`src/rtl/mod3_pkg.sv`:
```
// Shared definitions for the mod-3 serial transmitter: FSM state encoding,
// pad length and the single-bit residue step (r' = (2r + b) mod 3).
package mod3_pkg;

    typedef enum logic [1:0] {
        ST_IDLE  = 2'd0,
        ST_SHIFT = 2'd1,
        ST_GAP   = 2'd2
    } state_t;

    // Number of pad bits appended when padding is enabled.
    localparam int PAD_BITS = 2;

    // One step of the MSB-first residue recurrence. r = 3 never occurs.
    function automatic logic [1:0] mod3_step_f(input logic [1:0] r, input logic b);
        logic [1:0] r_next;
        case ({r, b})
            3'b000:  r_next = 2'd0;
            3'b001:  r_next = 2'd1;
            3'b010:  r_next = 2'd2;
            3'b011:  r_next = 2'd0;
            3'b100:  r_next = 2'd1;
            3'b101:  r_next = 2'd2;
            default: r_next = 2'd0;
        endcase
        return r_next;
    endfunction

endpackage

```
`src/rtl/mod3_step.sv`:
```
// Per-bit residue update: r_next = (2*r + b) mod 3.
module mod3_step (
    input  logic [1:0] r,
    input  logic       b,
    output logic [1:0] r_next
);
    import mod3_pkg::*;

    assign r_next = mod3_step_f(r, b);

endmodule

```
`src/rtl/mod3_stream_tx.sv`:
```
// Parallel-to-serial transmitter that emits each accepted word MSB first,
// framed by start/stop strobes, and reports the mod-3 residue of the bits
// sent. Define MOD3_TX_PAD_EN to append two pad bits that force the
// reported residue to zero.
module mod3_stream_tx #(
    parameter int WIDTH = 8
) (
    input  logic             clk,
    input  logic             rst,
    input  logic             in_valid,
    output logic             in_ready,
    input  logic [WIDTH-1:0] in_data,
    output logic             start,
    output logic             stop,
    output logic             data,
    output logic             busy,
    output logic [1:0]       residue,
    output logic             residue_valid
);
    import mod3_pkg::*;

`ifdef MOD3_TX_PAD_EN
    localparam int FRAME_LEN = WIDTH + PAD_BITS;
`else
    localparam int FRAME_LEN = WIDTH;
`endif
    // Holds FRAME_LEN-1 down to 0 without wrapping.
    localparam int CNT_W = $clog2(WIDTH + 3);

    state_t               state, state_next;
    logic                 accept;
    logic                 last_bit;
    logic [FRAME_LEN-1:0] frame;
    logic [FRAME_LEN-1:0] sreg;
    logic [CNT_W-1:0]     cnt;
    logic [1:0]           run_r;
    logic [1:0]           step_r;
    logic                 step_b;
    logic [1:0]           step_next;

    assign in_ready = ~rst & (state != ST_SHIFT);
    assign accept   = in_valid & in_ready;
    assign last_bit = (state == ST_SHIFT) && (cnt == '0);

    // Build the frame to transmit from the offered word (plus pad if enabled).
`ifdef MOD3_TX_PAD_EN
    logic [1:0] word_res;
    logic [1:0] pad;
    always_comb begin
        word_res = 2'd0;
        for (int i = WIDTH - 1; i >= 0; i--) begin
            word_res = mod3_step_f(word_res, in_data[i]);
        end
        pad   = (word_res == 2'd0) ? 2'd0 : (2'd3 - word_res);
        frame = {in_data, pad};
    end
`else
    always_comb begin
        frame = in_data;
    end
`endif

    // Residue step input: restart from 0 on accept, otherwise continue the frame.
    always_comb begin
        step_r = (state == ST_SHIFT) ? run_r : 2'd0;
        step_b = (state == ST_SHIFT) ? sreg[FRAME_LEN-1] : frame[FRAME_LEN-1];
    end

    mod3_step u_step (
        .r      (step_r),
        .b      (step_b),
        .r_next (step_next)
    );

    // State register.
    // NOTE: sequential blocks use non-blocking (<=) so every flop samples
    // pre-edge values regardless of statement order.
    always_ff @(posedge clk) begin
        if (rst) state <= ST_IDLE;
        else     state <= state_next;
    end

    // Next-state decode.
    // NOTE: the default assignment first keeps every path assigned, so no
    // latch is inferred.
    always_comb begin
        state_next = state;
        case (state)
            ST_IDLE:  if (accept) state_next = ST_SHIFT;
            ST_SHIFT: if (cnt == '0) state_next = ST_GAP;
            ST_GAP:   state_next = accept ? ST_SHIFT : ST_IDLE;
            default:  state_next = ST_IDLE;
        endcase
    end

    // Frame shift register; load on accept, shift one bit per SHIFT cycle.
    // NOTE: pure data storage needs no reset; it is always loaded before use.
    always_ff @(posedge clk) begin
        if (accept) begin
            sreg <= frame << 1;
        end else if (state == ST_SHIFT) begin
            sreg <= sreg << 1;
        end
    end

    // Registered serial outputs, bit counter, running and reported residue.
    always_ff @(posedge clk) begin
        if (rst) begin
            start         <= 1'b0;
            stop          <= 1'b0;
            data          <= 1'b0;
            busy          <= 1'b0;
            residue       <= 2'd0;
            residue_valid <= 1'b0;
            run_r         <= 2'd0;
            cnt           <= '0;
        end else begin
            start         <= 1'b0;
            stop          <= 1'b0;
            data          <= 1'b0;
            busy          <= 1'b0;
            residue_valid <= 1'b0;
            if (accept) begin
                // First bit goes out on the cycle after the accept edge.
                start <= 1'b1;
                busy  <= 1'b1;
                data  <= frame[FRAME_LEN-1];
                run_r <= step_next;
                cnt   <= CNT_W'(FRAME_LEN - 1);
            end else if ((state == ST_SHIFT) && (cnt != '0)) begin
                busy  <= 1'b1;
                data  <= sreg[FRAME_LEN-1];
                stop  <= (cnt == CNT_W'(1));
                run_r <= step_next;
                cnt   <= cnt - CNT_W'(1);
            end else if (last_bit) begin
                // Last bit was on the wire this cycle; report the residue in GAP.
                residue       <= run_r;
                residue_valid <= 1'b1;
            end
        end
    end

endmodule

```
`config.mk`:
```
export PLATFORM = sky130hd
export DESIGN_NAME = mod3_stream_tx
export DESIGN_NICKNAME = d
export VERILOG_FILES = /design/src/rtl/mod3_pkg.sv /design/src/rtl/mod3_step.sv /design/src/rtl/mod3_stream_tx.sv
export SDC_FILE = /design/constraint.sdc
export NUM_CORES = 1
export LEC_CHECK = 0
export BUFFER_PORTS_ARGS = -buffer_cell sky130_fd_sc_hd__buf_4
export CAP_MARGIN = 20
export CORE_MARGIN = 2
export CORE_UTILIZATION = 52
export CTS_CLUSTER_DIAMETER = 60
export DETAILED_ROUTE_END_ITERATION = 10
export PLACE_DENSITY = 0.86
export SYNTH_ARGS = -nofsm -noshare
export SYNTH_HDL_FRONTEND = slang
export SYNTH_HIERARCHICAL = 1
export SYNTH_SLANG_ARGS = --single-unit
```
`constraint.sdc`:
```
create_clock -name clk -period 1.82 [get_ports clk]
set_clock_uncertainty 0.15 [all_clocks]
set_input_delay 0.364 -clock clk [delete_from_list [all_inputs] [get_ports clk]]
set_output_delay 0.364 -clock clk [all_outputs]
set_load 0.02 [all_outputs]
```
==> run_summary.xml, run 1 <==
<?xml version="1.0" encoding="UTF-8"?>
<metrics>
  <group name="synth">
    <metric name="syn-cell-area" unit="um^2">977.2</metric>
    <metric name="synth-xor-area-share" unit="%">1.793</metric>
    <metric name="synth_top_family_by_area" unit="">simple AND/OR/NAND/NOR gates</metric>
    <metric name="portion_of_netlist_area_occupied_by_mux_cells" unit="%">8.963</metric>
    <metric name="syn_inst" unit="">91</metric>
    <metric name="yosysWarningCount" unit="">6</metric>
    <metric name="mappedNetlistNets" unit="">104</metric>
    <metric name="synth-compound-area-share" unit="%">7.426</metric>
    <metric name="yosys_register_bits" unit="">22</metric>
    <metric name="post_synth_num_cell_types" unit="">33</metric>
    <metric name="synthSimpleGateAreaFrac" unit="%">23.43</metric>
    <metric name="synth-adder-area-share" unit="%">2.561</metric>
    <metric name="seq_total_area_yosys" unit="%">52.24</metric>
    <metric name="average_instance_area_after_synthesis" unit="um^2">10.74</metric>
  </group>
  <group name="sta">
    <metric name="timing_max_transition_violations_final" unit="">0</metric>
    <metric name="setup-violations-final" unit="">0</metric>
    <metric name="worst_slew_pin_slew" unit="ps">300.2</metric>
    <metric name="timing.max_slew.rel_slack" unit="%">79.86</metric>
    <metric name="timing.final.hold_violations" unit="">0</metric>
    <metric name="max_clock_freq" unit="GHz">0.5715</metric>
    <metric name="period_share" unit="%">96.15</metric>
    <metric name="timing.final.crit_period" unit="ps">1750</metric>
  </group>
  <group name="pwr">
    <metric name="comb_power_share" unit="%">20.8</metric>
    <metric name="fin_total_pwr" unit="mW">1.067</metric>
    <metric name="p_sw_share" unit="%">26.22</metric>
    <metric name="internal_power" unit="uW">787.2</metric>
    <metric name="switching_power" unit="uW">279.7</metric>
    <metric name="total_leakage_power" unit="nW">0.5084</metric>
    <metric name="sequentialPowerShare" unit="%">54.0</metric>
    <metric name="clkPwrFrac" unit="%">25.2</metric>
    <metric name="power.ir.vdd_worst" unit="mV">0.5884</metric>
    <metric name="power.density_cell_area" unit="nW/um^2">867.4</metric>
  </group>
  <group name="detailed_routing">
    <metric name="drt-wirelength-per-cell" unit="um">13.51</metric>
    <metric name="drt_drc_violations_left" unit="">0</metric>
    <metric name="violation_count_after_the_first_detailed_route_iteration" unit="">13</metric>
    <metric name="drtPass1Iterations" unit="">4</metric>
    <metric name="sum_of_routed_wire_length_over_all_layers" unit="um">1905</metric>
    <metric name="antenna_violating_nets_post_route" unit="">0</metric>
    <metric name="via_per_inst" unit="">5.135</metric>
    <metric name="dr_total_vias" unit="">724</metric>
  </group>
  <group name="hold_path">
    <metric name="worstHoldEndpoint" unit="">data$_SDFF_PP0_</metric>
    <metric name="hold_path_class" unit="">input pin to flip-flop</metric>
    <metric name="hold_path_cell_cnt" unit="">3</metric>
    <metric name="hold_path.startpoint" unit="">in_data[7]</metric>
  </group>
  <group name="critical_path">
    <metric name="crit_path_class" unit="">flip-flop to flip-flop</metric>
    <metric name="critical_path_arrival" unit="ps">1800</metric>
    <metric name="end_kind" unit="">flip-flop</metric>
    <metric name="worst-r2r-setup-slack" unit="ps">70</metric>
    <metric name="start_kind" unit="">flip-flop</metric>
    <metric name="reg2reg_depth" unit="">5</metric>
    <metric name="worstReg2RegStart" unit="">cnt[0]$_SDFFE_PP0P_</metric>
    <metric name="worst-path-max-fanout" unit="">6</metric>
    <metric name="worstPathRequired" unit="ps">1870</metric>
    <metric name="crit-reg2reg-capture" unit="">cnt[0]$_SDFFE_PP0P_</metric>
  </group>
  <group name="final_layout">
    <metric name="finish.cell_count_without_fillers" unit="">141</metric>
    <metric name="register_area" unit="um^2">510.5</metric>
    <metric name="areaGrowthSynthToFinish" unit="%">25.86</metric>
    <metric name="n_antenna_cell" unit="">0</metric>
    <metric name="final_layout_size_suffix_gt1_share" unit="%">32.76</metric>
    <metric name="final_util" unit="%">70.47</metric>
    <metric name="nets" unit="">130</metric>
    <metric name="layout.cells.most_common" unit="">buf_4</metric>
    <metric name="area_of_combinational_cells_with_multiple_inputs" unit="um^2">431.7</metric>
    <metric name="layout_common_cells" unit="">buf_4, dfxtp_1, nor2_1, nand2_1, edfxtp_1</metric>
    <metric name="layout.filler_cells" unit="">160</metric>
  </group>
  <group name="global_routing">
    <metric name="largest_net_degree_at_the_start_of_global_routing" unit="">16</metric>
    <metric name="antenna_found_initial" unit="">0</metric>
    <metric name="gr-total-overflow" unit="">0</metric>
    <metric name="grt_first_pass_wirelength" unit="um">2863</metric>
    <metric name="grt_util_all_layers" unit="%">19.21</metric>
    <metric name="first_global_vias" unit="">660</metric>
  </group>
  <group name="clock_network">
    <metric name="worstSkewPairLatency" unit="ps">310</metric>
    <metric name="cts-htree-levels" unit="">1</metric>
    <metric name="clock-root-buffer" unit="">clkbuf_4</metric>
    <metric name="cts_inserted_buffers" unit="">3</metric>
    <metric name="clockBufferDepth" unit="">2</metric>
    <metric name="tritoncts" unit="">yes</metric>
    <metric name="cts.clk_slew.worst_paths" unit="ps">110</metric>
    <metric name="cts_repair_resize_count" unit="">0</metric>
    <metric name="cts_num_sinks" unit="">22</metric>
  </group>
  <group name="place">
    <metric name="finalWeightedCongestion" unit="">0.8910</metric>
    <metric name="place.detailed.instances" unit="">132</metric>
    <metric name="numPortBuffers" unit="">18</metric>
    <metric name="hpwl_detailed" unit="um">1335</metric>
  </group>
  <group name="outcome">
    <metric name="status" unit="">finished, final reports clean</metric>
  </group>
  <group name="die">
    <metric name="die_w" unit="um">47.35</metric>
    <metric name="initial_core_util" unit="%">55.99</metric>
    <metric name="num_io_pins" unit="">19</metric>
    <metric name="vert_die_dim" unit="um">47.35</metric>
    <metric name="core_region_area" unit="um^2">1745</metric>
    <metric name="rows" unit="">15</metric>
    <metric name="die_area" unit="um^2">2242</metric>
  </group>
  <group name="run">
    <metric name="max_cap_violations" unit="">0</metric>
  </group>
</metrics>
layer usage:
metal | GRT usage [%] | share of wire (%) | vias up
met2 | 29.73 | 50 | 17
met5 | 0 | 0 | -
met3 | 5.000 | 3.8 | 5
met1 | 23.81 | 45 | 336
met4 | 11.67 | 2.0 | 0
li1 | - | - | 366
what timing repair did:
action | CTS | global route
hold buffers | 0 | 0
setup buffers | 0 | 5
setup endpoints to repair | 0 | 8
critical path, stage by stage, from the launching register on:
cell and delay, ps:
dfxtp_1 450, inv_1 70, ha_1 270, a21oi_2 310
nor3_1 90, a211oi_1 310
area by class of cell:
| cell class | count | share of cell area, % |
|---|---|---|
| Sequential cell | 22 | 41.51 |
| Multi-Input combinational cell | 63 | 35.10 |
| Timing Repair Buffer | 25 | 17.29 |
| Clock buffer | 4 | 2.950 |
| Tap cell | 25 | 2.543 |
| Inverter | 2 | 0.6104 |
metrics by stage:
stage / cell area, um^2 / hold slack [ps] / setup TNS [ps] / setup WS [ps]
floorplan: 977.2 / 316.6 / 0 / 152.5
global placement: 1131 / 329.3 / 0 / 99.29
detailed placement: 1131 / 346.0 / 0 / 39.45
CTS: 1167 / 121.7 / 0 / 6.238
global route: 1230 / 179.0 / -67.00 / -67.00
finish: 1230 / 181.1 / 0 / 70.12
state kept, by name (all words and copies together), names as in the netlist:
signal	flops
stop	1
busy	1
state	2
data	1
residue	2
run_r	2
sreg	7
cnt	4
start	1
residue_valid	1
power groups by stage:
stage / combinational (mW) / clock (mW) / sequential, mW
after global routing: 0.242 / 0.294 / 0.581
after global placement: 0.188 / 0 / 0.584
after detailed placement: 0.197 / 0 / 0.586
final: 0.222 / 0.269 / 0.576
after CTS: 0.197 / 0.274 / 0.576
after floorplan: 0.133 / 0 / 0.589
cell families after synthesis:
| group | count (synthesis) |
|---|---|
| and+or+nand+nor | 39 |
| muxes | 8 |
| adders and majority gates | 2 |
| buffers and inverters | 6 |
| AOI/OAI and AO/OA | 12 |
| DFF | 22 |
| xor gates and xnor gates | 2 |
Yosys cell counts (all sizes together):
library cell | instances | area, um^2
dfxtp | 15 | 300.3
nand2 | 8 | 32.54
edfxtp | 7 | 210.2
nor2 | 7 | 26.28
mux2 | 6 | 67.56
a21oi | 5 | 28.78
nor3 | 5 | 25.02
and2 | 4 | 25.02
buf | 4 | 27.52
nand3 | 4 | 20.02
nand2b | 3 | 18.77
nand3b | 3 | 22.52
o21ai | 3 | 15.01
a211oi | 2 | 15.01
ha | 2 | 25.02
inv | 2 | 7.510
mux2i | 2 | 20.02
a31oi | 1 | 6.260
nand4b | 1 | 8.760
nor2b | 1 | 13.76
nor3b | 1 | 18.77
o21bai | 1 | 7.510
or2 | 1 | 6.260
or3b | 1 | 11.26
xnor2 | 1 | 8.760
xor2 | 1 | 8.760
worst max-delay path by stage:
stage | startpoint | endpoint | slack [ps] | cells past startpoint
global placement | rst | sreg[1]$_SDFFCE_PN0P_ | 100 | 3
finish | cnt[0]$_SDFFE_PP0P_ | cnt[0]$_SDFFE_PP0P_ | 70 | 5
detailed placement | rst | sreg[4]$_DFFE_PP_ | 40 | 3
CTS | state[0]$_SDFFE_PP0P_ | in_ready | 6 | 3
global route | cnt[0]$_SDFFE_PP0P_ | cnt[0]$_SDFFE_PP0P_ | -70 | 5
floorplan | rst | sreg[5]$_DFFE_PP_ | 150 | 4
(Power assumes the default switching activity.)
==> inputs of run 2 (changes only) <==
--- a/config.mk
+++ b/config.mk
@@ -10,6 +10,7 @@
 export CORE_MARGIN = 2
-export CORE_UTILIZATION = 52
+export CORE_UTILIZATION = 40
 export CTS_CLUSTER_DIAMETER = 60
 export DETAILED_ROUTE_END_ITERATION = 10
-export PLACE_DENSITY = 0.86
+export GPL_ROUTABILITY_DRIVEN = 1
+export PLACE_DENSITY = 0.71
 export SYNTH_ARGS = -nofsm -noshare
==> constraint.sdc (replaced) <==
create_clock -name clk -period 1.82 [get_ports clk]
set_clock_uncertainty 0.15 [all_clocks]
set_input_delay 0.546 -clock clk [delete_from_list [all_inputs] [get_ports clk]]
set_output_delay 0.546 -clock clk [all_outputs]
set_load 0.02 [all_outputs]
==> run_summary.xml, run 2 (same netlist as run 1, synthesis figures left out) <==
<?xml version="1.0" encoding="UTF-8"?>
<metrics>
  <group name="clock_network">
    <metric name="cts_num_sinks" unit="">22</metric>
    <metric name="clock-root-buffer" unit="">clkbuf_4</metric>
    <metric name="worstSkewPairLatency" unit="ps">300</metric>
    <metric name="cts.clk_slew.worst_paths" unit="ps">120</metric>
    <metric name="cts-htree-levels" unit="">1</metric>
    <metric name="tritoncts" unit="">yes</metric>
    <metric name="cts_inserted_buffers" unit="">3</metric>
    <metric name="clockBufferDepth" unit="">2</metric>
  </group>
  <group name="critical_path">
    <metric name="worstPathRequired" unit="ps">1120</metric>
    <metric name="worst-path-max-fanout" unit="">3</metric>
    <metric name="crit_path_class" unit="">flip-flop to output pin</metric>
    <metric name="timing.critical_path.slowest_cell_delay" unit="ps">360</metric>
    <metric name="worstReg2RegStart" unit="">state[0]$_SDFFE_PP0P_</metric>
    <metric name="critical_path_arrival" unit="ps">1030</metric>
    <metric name="timing.critical_path.from" unit="">state[0]$_SDFFE_PP0P_</metric>
    <metric name="timing.critical_path.to" unit="">in_ready</metric>
    <metric name="crit_path_cell_trace" unit="">nor2b_4 &gt; nor2_2 &gt; buf_4</metric>
    <metric name="cp_slowest_cell" unit="">dfxtp_1</metric>
    <metric name="end_kind" unit="">output pin</metric>
    <metric name="start_kind" unit="">flip-flop</metric>
    <metric name="reg2reg_depth" unit="">5</metric>
    <metric name="worst-r2r-setup-slack" unit="ps">110</metric>
    <metric name="crit-reg2reg-capture" unit="">sreg[2]$_DFFE_PP_</metric>
  </group>
  <group name="sta">
    <metric name="timing.max_slew.rel_slack" unit="%">79.04</metric>
    <metric name="timing.final.hold_violations" unit="">0</metric>
    <metric name="max_clock_freq" unit="GHz">0.5791</metric>
    <metric name="timing.final.crit_period" unit="ps">1727</metric>
    <metric name="setup-violations-final" unit="">0</metric>
    <metric name="worst_slew_pin_slew" unit="ps">314.4</metric>
    <metric name="totalNegativeSetupSlack" unit="ps">0</metric>
    <metric name="timing_max_transition_violations_final" unit="">0</metric>
    <metric name="final.setup.worst_slack" unit="ps">93.27</metric>
    <metric name="unrepaired_setup_endpoints_after_global_routing" unit="">no</metric>
    <metric name="period_share" unit="%">94.88</metric>
  </group>
  <group name="final_layout">
    <metric name="final_layout_size_suffix_gt1_share" unit="%">33.91</metric>
    <metric name="nets" unit="">129</metric>
    <metric name="fin_area" unit="um^2">1206</metric>
    <metric name="layout_common_cells" unit="">buf_4, dfxtp_1, nand2_1, edfxtp_1, nor2_1</metric>
    <metric name="n_antenna_cell" unit="">0</metric>
    <metric name="number_of_flip_flops_under_the_largest_register_name" unit="">7</metric>
    <metric name="layout.cells.most_common" unit="">buf_4</metric>
    <metric name="largest_register" unit="">sreg</metric>
    <metric name="layout_top_registers" unit="">sreg x7, cnt x4</metric>
    <metric name="areaGrowthSynthToFinish" unit="%">23.43</metric>
  </group>
  <group name="detailed_routing">
    <metric name="drt_drc_violations_left" unit="">0</metric>
    <metric name="antenna_violating_nets_post_route" unit="">0</metric>
    <metric name="dr_total_vias" unit="">721</metric>
    <metric name="drt-wirelength-per-cell" unit="um">12.80</metric>
    <metric name="drtPass1Iterations" unit="">3</metric>
    <metric name="violation_count_after_the_first_detailed_route_iteration" unit="">8</metric>
    <metric name="sum_of_routed_wire_length_over_all_layers" unit="um">1830</metric>
    <metric name="via_per_inst" unit="">5.042</metric>
  </group>
  <group name="die">
    <metric name="core_region_area" unit="um^2">2255</metric>
    <metric name="num_io_pins" unit="">19</metric>
    <metric name="vert_die_dim" unit="um">53.43</metric>
    <metric name="die_w" unit="um">53.43</metric>
    <metric name="initial_core_util" unit="%">43.34</metric>
    <metric name="die_area" unit="um^2">2854</metric>
    <metric name="rows" unit="">17</metric>
  </group>
  <group name="place">
    <metric name="hpwl_detailed" unit="um">1376</metric>
    <metric name="finalWeightedCongestion" unit="">0.6921</metric>
    <metric name="dp_slack" unit="ps">-26.52</metric>
    <metric name="dpl-instance-area" unit="um^2">1160</metric>
    <metric name="numPortBuffers" unit="">18</metric>
  </group>
  <group name="pwr">
    <metric name="power.density_cell_area" unit="nW/um^2">868.5</metric>
    <metric name="power.ir.vdd_worst" unit="mV">0.5772</metric>
    <metric name="total_leakage_power" unit="nW">0.4967</metric>
    <metric name="fin_total_pwr" unit="mW">1.048</metric>
  </group>
  <group name="global_routing">
    <metric name="gr-total-overflow" unit="">0</metric>
    <metric name="grt_util_all_layers" unit="%">15.14</metric>
    <metric name="grt_first_pass_wirelength" unit="um">3091</metric>
    <metric name="antenna_found_initial" unit="">0</metric>
    <metric name="first_global_vias" unit="">730</metric>
    <metric name="largest_net_degree_at_the_start_of_global_routing" unit="">13</metric>
  </group>
  <group name="outcome">
    <metric name="status" unit="">finished, final reports clean</metric>
  </group>
  <group name="run">
    <metric name="max_cap_violations" unit="">0</metric>
  </group>
  <group name="hold_path">
    <metric name="hold_path_class" unit="">flip-flop to flip-flop</metric>
  </group>
</metrics>
==> run 2: how the worst min path moves through the flow <==
stage	start	end	slack (ps)	cells after the start
floorplan	run_r[0]$_SDFFE_PP0P_	run_r[0]$_SDFFE_PP0P_	320	2
global placement	residue[0]$_SDFFE_PP0P_	residue[0]$_SDFFE_PP0P_	330	2
detailed placement	run_r[1]$_SDFFE_PP0P_	run_r[1]$_SDFFE_PP0P_	340	2
CTS	run_r[1]$_SDFFE_PP0P_	run_r[1]$_SDFFE_PP0P_	360	2
global route	in_data[7]	data$_SDFF_PP0_	360	3
finish	run_r[1]$_SDFFE_PP0P_	run_r[1]$_SDFFE_PP0P_	360	2
==> run 2: power by group <==
part,switching [mW],internal (mW)
combinational,0.108,0.103
clock,0.140,0.122
sequential,0.0214,0.554
==> run 2: what timing repair did <==
| item | in CTS | in global routing |
|---|---|---|
| endpoints found under the setup margin | 1 | 7 |
| hold buffers | 0 | 0 |
| pin swaps | 0 | 0 |
| resized for setup | 0 | 1 |
| setup buffers | 1 | 0 |
==> run 2: cell type report <==
type                       instances  area [um^2]
timing repair buffer              24        180.2
fill                             229         1049
sequential                        22        510.5
multi-input combinational         63        436.7
inverter                           2        7.507
tap                               28        35.03
clock buffer                       4        36.28
==> run 2: per-stage QoR <==
stage,utilization [%],hold slack (ps),cells
3_3_place_gp,51.44,332.1,138
6_report,53.50,358.7,143
2_1_floorplan,-,316.6,91
3_5_place_dp,51.44,341.1,138
5_1_grt,53.50,359.2,143
4_1_cts,53.39,361.0,143
==> run 2: per-layer routing <==
layer	wire [um]	share of wire (%)	GRT usage (%)
met3	62	3.4	2.542
met2	959	52	28.60
met5	0	0	0
met4	14	0.77	5.128
met1	793	43	16.70
==> run 2: worst max-delay path, delay by kind of cell (launching register included) <==
family	cells	cell delay [ps]
DFF	1	360
buffers and inverters	1	150
and+or+nand+nor	2	220
==> inputs of run 3 (changes only) <==
- REMOVE_ABC_BUFFERS: unset -> 1
==> run_summary.xml, run 3 (same netlist as run 1, synthesis figures left out) <==
<?xml version="1.0" encoding="UTF-8"?>
<metrics>
  <group name="final_layout">
    <metric name="areaGrowthSynthToFinish" unit="%">25.35</metric>
    <metric name="n_antenna_cell" unit="">0</metric>
    <metric name="layout.cells.most_common" unit="">buf_4</metric>
    <metric name="layout.filler_cells" unit="">218</metric>
    <metric name="nets" unit="">129</metric>
    <metric name="layout_common_cells" unit="">buf_4, dfxtp_1, nor2_1, nand2_1, edfxtp_1</metric>
    <metric name="final_layout_size_suffix_gt1_share" unit="%">33.91</metric>
    <metric name="area_of_combinational_cells_with_multiple_inputs" unit="um^2">434.2</metric>
    <metric name="finish.cell_count_without_fillers" unit="">143</metric>
    <metric name="register_area" unit="um^2">511.7</metric>
    <metric name="layout_top_registers" unit="">sreg x7, cnt x4</metric>
    <metric name="number_of_flip_flops_under_the_largest_register_name" unit="">7</metric>
    <metric name="largest_register" unit="">sreg</metric>
  </group>
  <group name="place">
    <metric name="hpwl_detailed" unit="um">1247</metric>
    <metric name="place.detailed.instances" unit="">137</metric>
    <metric name="finalWeightedCongestion" unit="">0.7852</metric>
    <metric name="dp_slack" unit="ps">-95.21</metric>
    <metric name="numPortBuffers" unit="">18</metric>
  </group>
  <group name="global_routing">
    <metric name="first_global_vias" unit="">682</metric>
    <metric name="grt_util_all_layers" unit="%">14.45</metric>
    <metric name="antenna_found_initial" unit="">0</metric>
    <metric name="gr-total-overflow" unit="">0</metric>
    <metric name="largest_net_degree_at_the_start_of_global_routing" unit="">15</metric>
    <metric name="grt_first_pass_wirelength" unit="um">2987</metric>
  </group>
  <group name="clock_network">
    <metric name="cts.clk_slew.worst_paths" unit="ps">120</metric>
    <metric name="tritoncts" unit="">yes</metric>
    <metric name="clock-root-buffer" unit="">clkbuf_4</metric>
    <metric name="postCtsHoldBufs" unit="">0</metric>
    <metric name="worstSkewPairLatency" unit="ps">300</metric>
    <metric name="clockBufferDepth" unit="">2</metric>
    <metric name="cts-htree-levels" unit="">1</metric>
    <metric name="cts_num_sinks" unit="">22</metric>
    <metric name="cts_inserted_buffers" unit="">3</metric>
  </group>
  <group name="critical_path">
    <metric name="crit_path_class" unit="">flip-flop to flip-flop</metric>
    <metric name="critical_path_arrival" unit="ps">1690</metric>
    <metric name="worstPathRequired" unit="ps">1740</metric>
    <metric name="start_kind" unit="">flip-flop</metric>
    <metric name="end_kind" unit="">flip-flop</metric>
    <metric name="worst-path-max-fanout" unit="">11</metric>
  </group>
  <group name="pwr">
    <metric name="power.ir.vdd_worst" unit="mV">0.4800</metric>
    <metric name="power.density_cell_area" unit="nW/um^2">940.7</metric>
    <metric name="total_leakage_power" unit="nW">0.5047</metric>
    <metric name="fin_total_pwr" unit="mW">1.152</metric>
  </group>
  <group name="sta">
    <metric name="timing.final.hold_violations" unit="">0</metric>
    <metric name="max_clock_freq" unit="GHz">0.5647</metric>
    <metric name="timing_max_transition_violations_final" unit="">0</metric>
    <metric name="final.setup.worst_slack" unit="ps">48.99</metric>
    <metric name="setup-violations-final" unit="">0</metric>
    <metric name="worst_slew_pin_slew" unit="ps">297.9</metric>
    <metric name="totalNegativeSetupSlack" unit="ps">0</metric>
    <metric name="timing.final.crit_period" unit="ps">1771</metric>
    <metric name="timing.max_slew.rel_slack" unit="%">80.14</metric>
    <metric name="period_share" unit="%">97.31</metric>
  </group>
  <group name="hold_path">
    <metric name="hold_path_class" unit="">flip-flop to flip-flop</metric>
  </group>
  <group name="die">
    <metric name="die_area" unit="um^2">2854</metric>
    <metric name="rows" unit="">17</metric>
    <metric name="core_region_area" unit="um^2">2255</metric>
    <metric name="die_w" unit="um">53.43</metric>
    <metric name="num_io_pins" unit="">19</metric>
    <metric name="initial_core_util" unit="%">43.34</metric>
    <metric name="vert_die_dim" unit="um">53.43</metric>
  </group>
  <group name="detailed_routing">
    <metric name="sum_of_routed_wire_length_over_all_layers" unit="um">1716</metric>
    <metric name="via_per_inst" unit="">4.888</metric>
    <metric name="drt_drc_violations_left" unit="">0</metric>
    <metric name="drt-wirelength-per-cell" unit="um">12.00</metric>
    <metric name="antenna_violating_nets_post_route" unit="">0</metric>
    <metric name="drtPass1Iterations" unit="">4</metric>
    <metric name="violation_count_after_the_first_detailed_route_iteration" unit="">15</metric>
    <metric name="dr_total_vias" unit="">699</metric>
  </group>
  <group name="outcome">
    <metric name="status" unit="">finished, final reports clean</metric>
  </group>
  <group name="run">
    <metric name="max_cap_violations" unit="">0</metric>
  </group>
</metrics>
-- run 3: area by class of cell --
type / instances / area share, %
flip-flops and latches: 22 / 41.78
multi-input cells: 63 / 35.44
repair buffers: 24 / 15.02
well taps: 28 / 2.860
clock inverters: 1 / 2.451
clock buffers: 3 / 1.839
inverters: 2 / 0.6129
-- run 3: critical path, stage by stage (launching register included) --
cell and delay, ps:
dfxtp_2 350, nor2b_4 130, buf_4 180, nor3b_4 240, buf_6 170, mux2_2 330
-- run 3: final timing paths --
check | start | endpoint | slack, ps | depth (start not counted)
hold reg to reg | run_r[0]$_SDFFE_PP0P_ | run_r[0]$_SDFFE_PP0P_ | 360 | 2
hold / removal | run_r[0]$_SDFFE_PP0P_ | run_r[0]$_SDFFE_PP0P_ | 360 | 2
setup / recovery | state[0]$_SDFFE_PP0P_ | sreg[3]$_DFFE_PP_ | 50 | 5
setup reg to reg | state[0]$_SDFFE_PP0P_ | sreg[3]$_DFFE_PP_ | 50 | 5
-- run 3: through the flow --
step	hold WS (ps)	util (%)	cell area [um^2]
after CTS	357.0	53.77	1212
final	360.9	54.33	1225
after detailed placement	345.2	51.00	1150
after floorplan	312.2	-	949.7
after global routing	365.0	54.33	1225
after global placement	330.8	51.00	1150
-- run 3: repair_timing --
action | 4_1_cts | 5_1_grt
gates cloned | 0 | 0
pin swaps | 0 | 1
setup buffers | 1 | 1
resized for setup | 1 | 2
endpoints found under the setup margin | 1 | 15
-- run 3: where the power goes --
group | total, mW | switching (mW) | internal (mW)
logic | 0.208 | 0.106 | 0.102
registers | 0.574 | 0.0204 | 0.554
clock network | 0.370 | 0.148 | 0.222
-- run 3: metal layers --
metal | share of wire (%) | wire [um] | global-route usage, %
met4 | 0 | 0 | 3.846
met1 | 44 | 755 | 17.84
met3 | 5.0 | 86 | 2.542
met2 | 51 | 875 | 25.51
met5 | 0 | 0 | 0
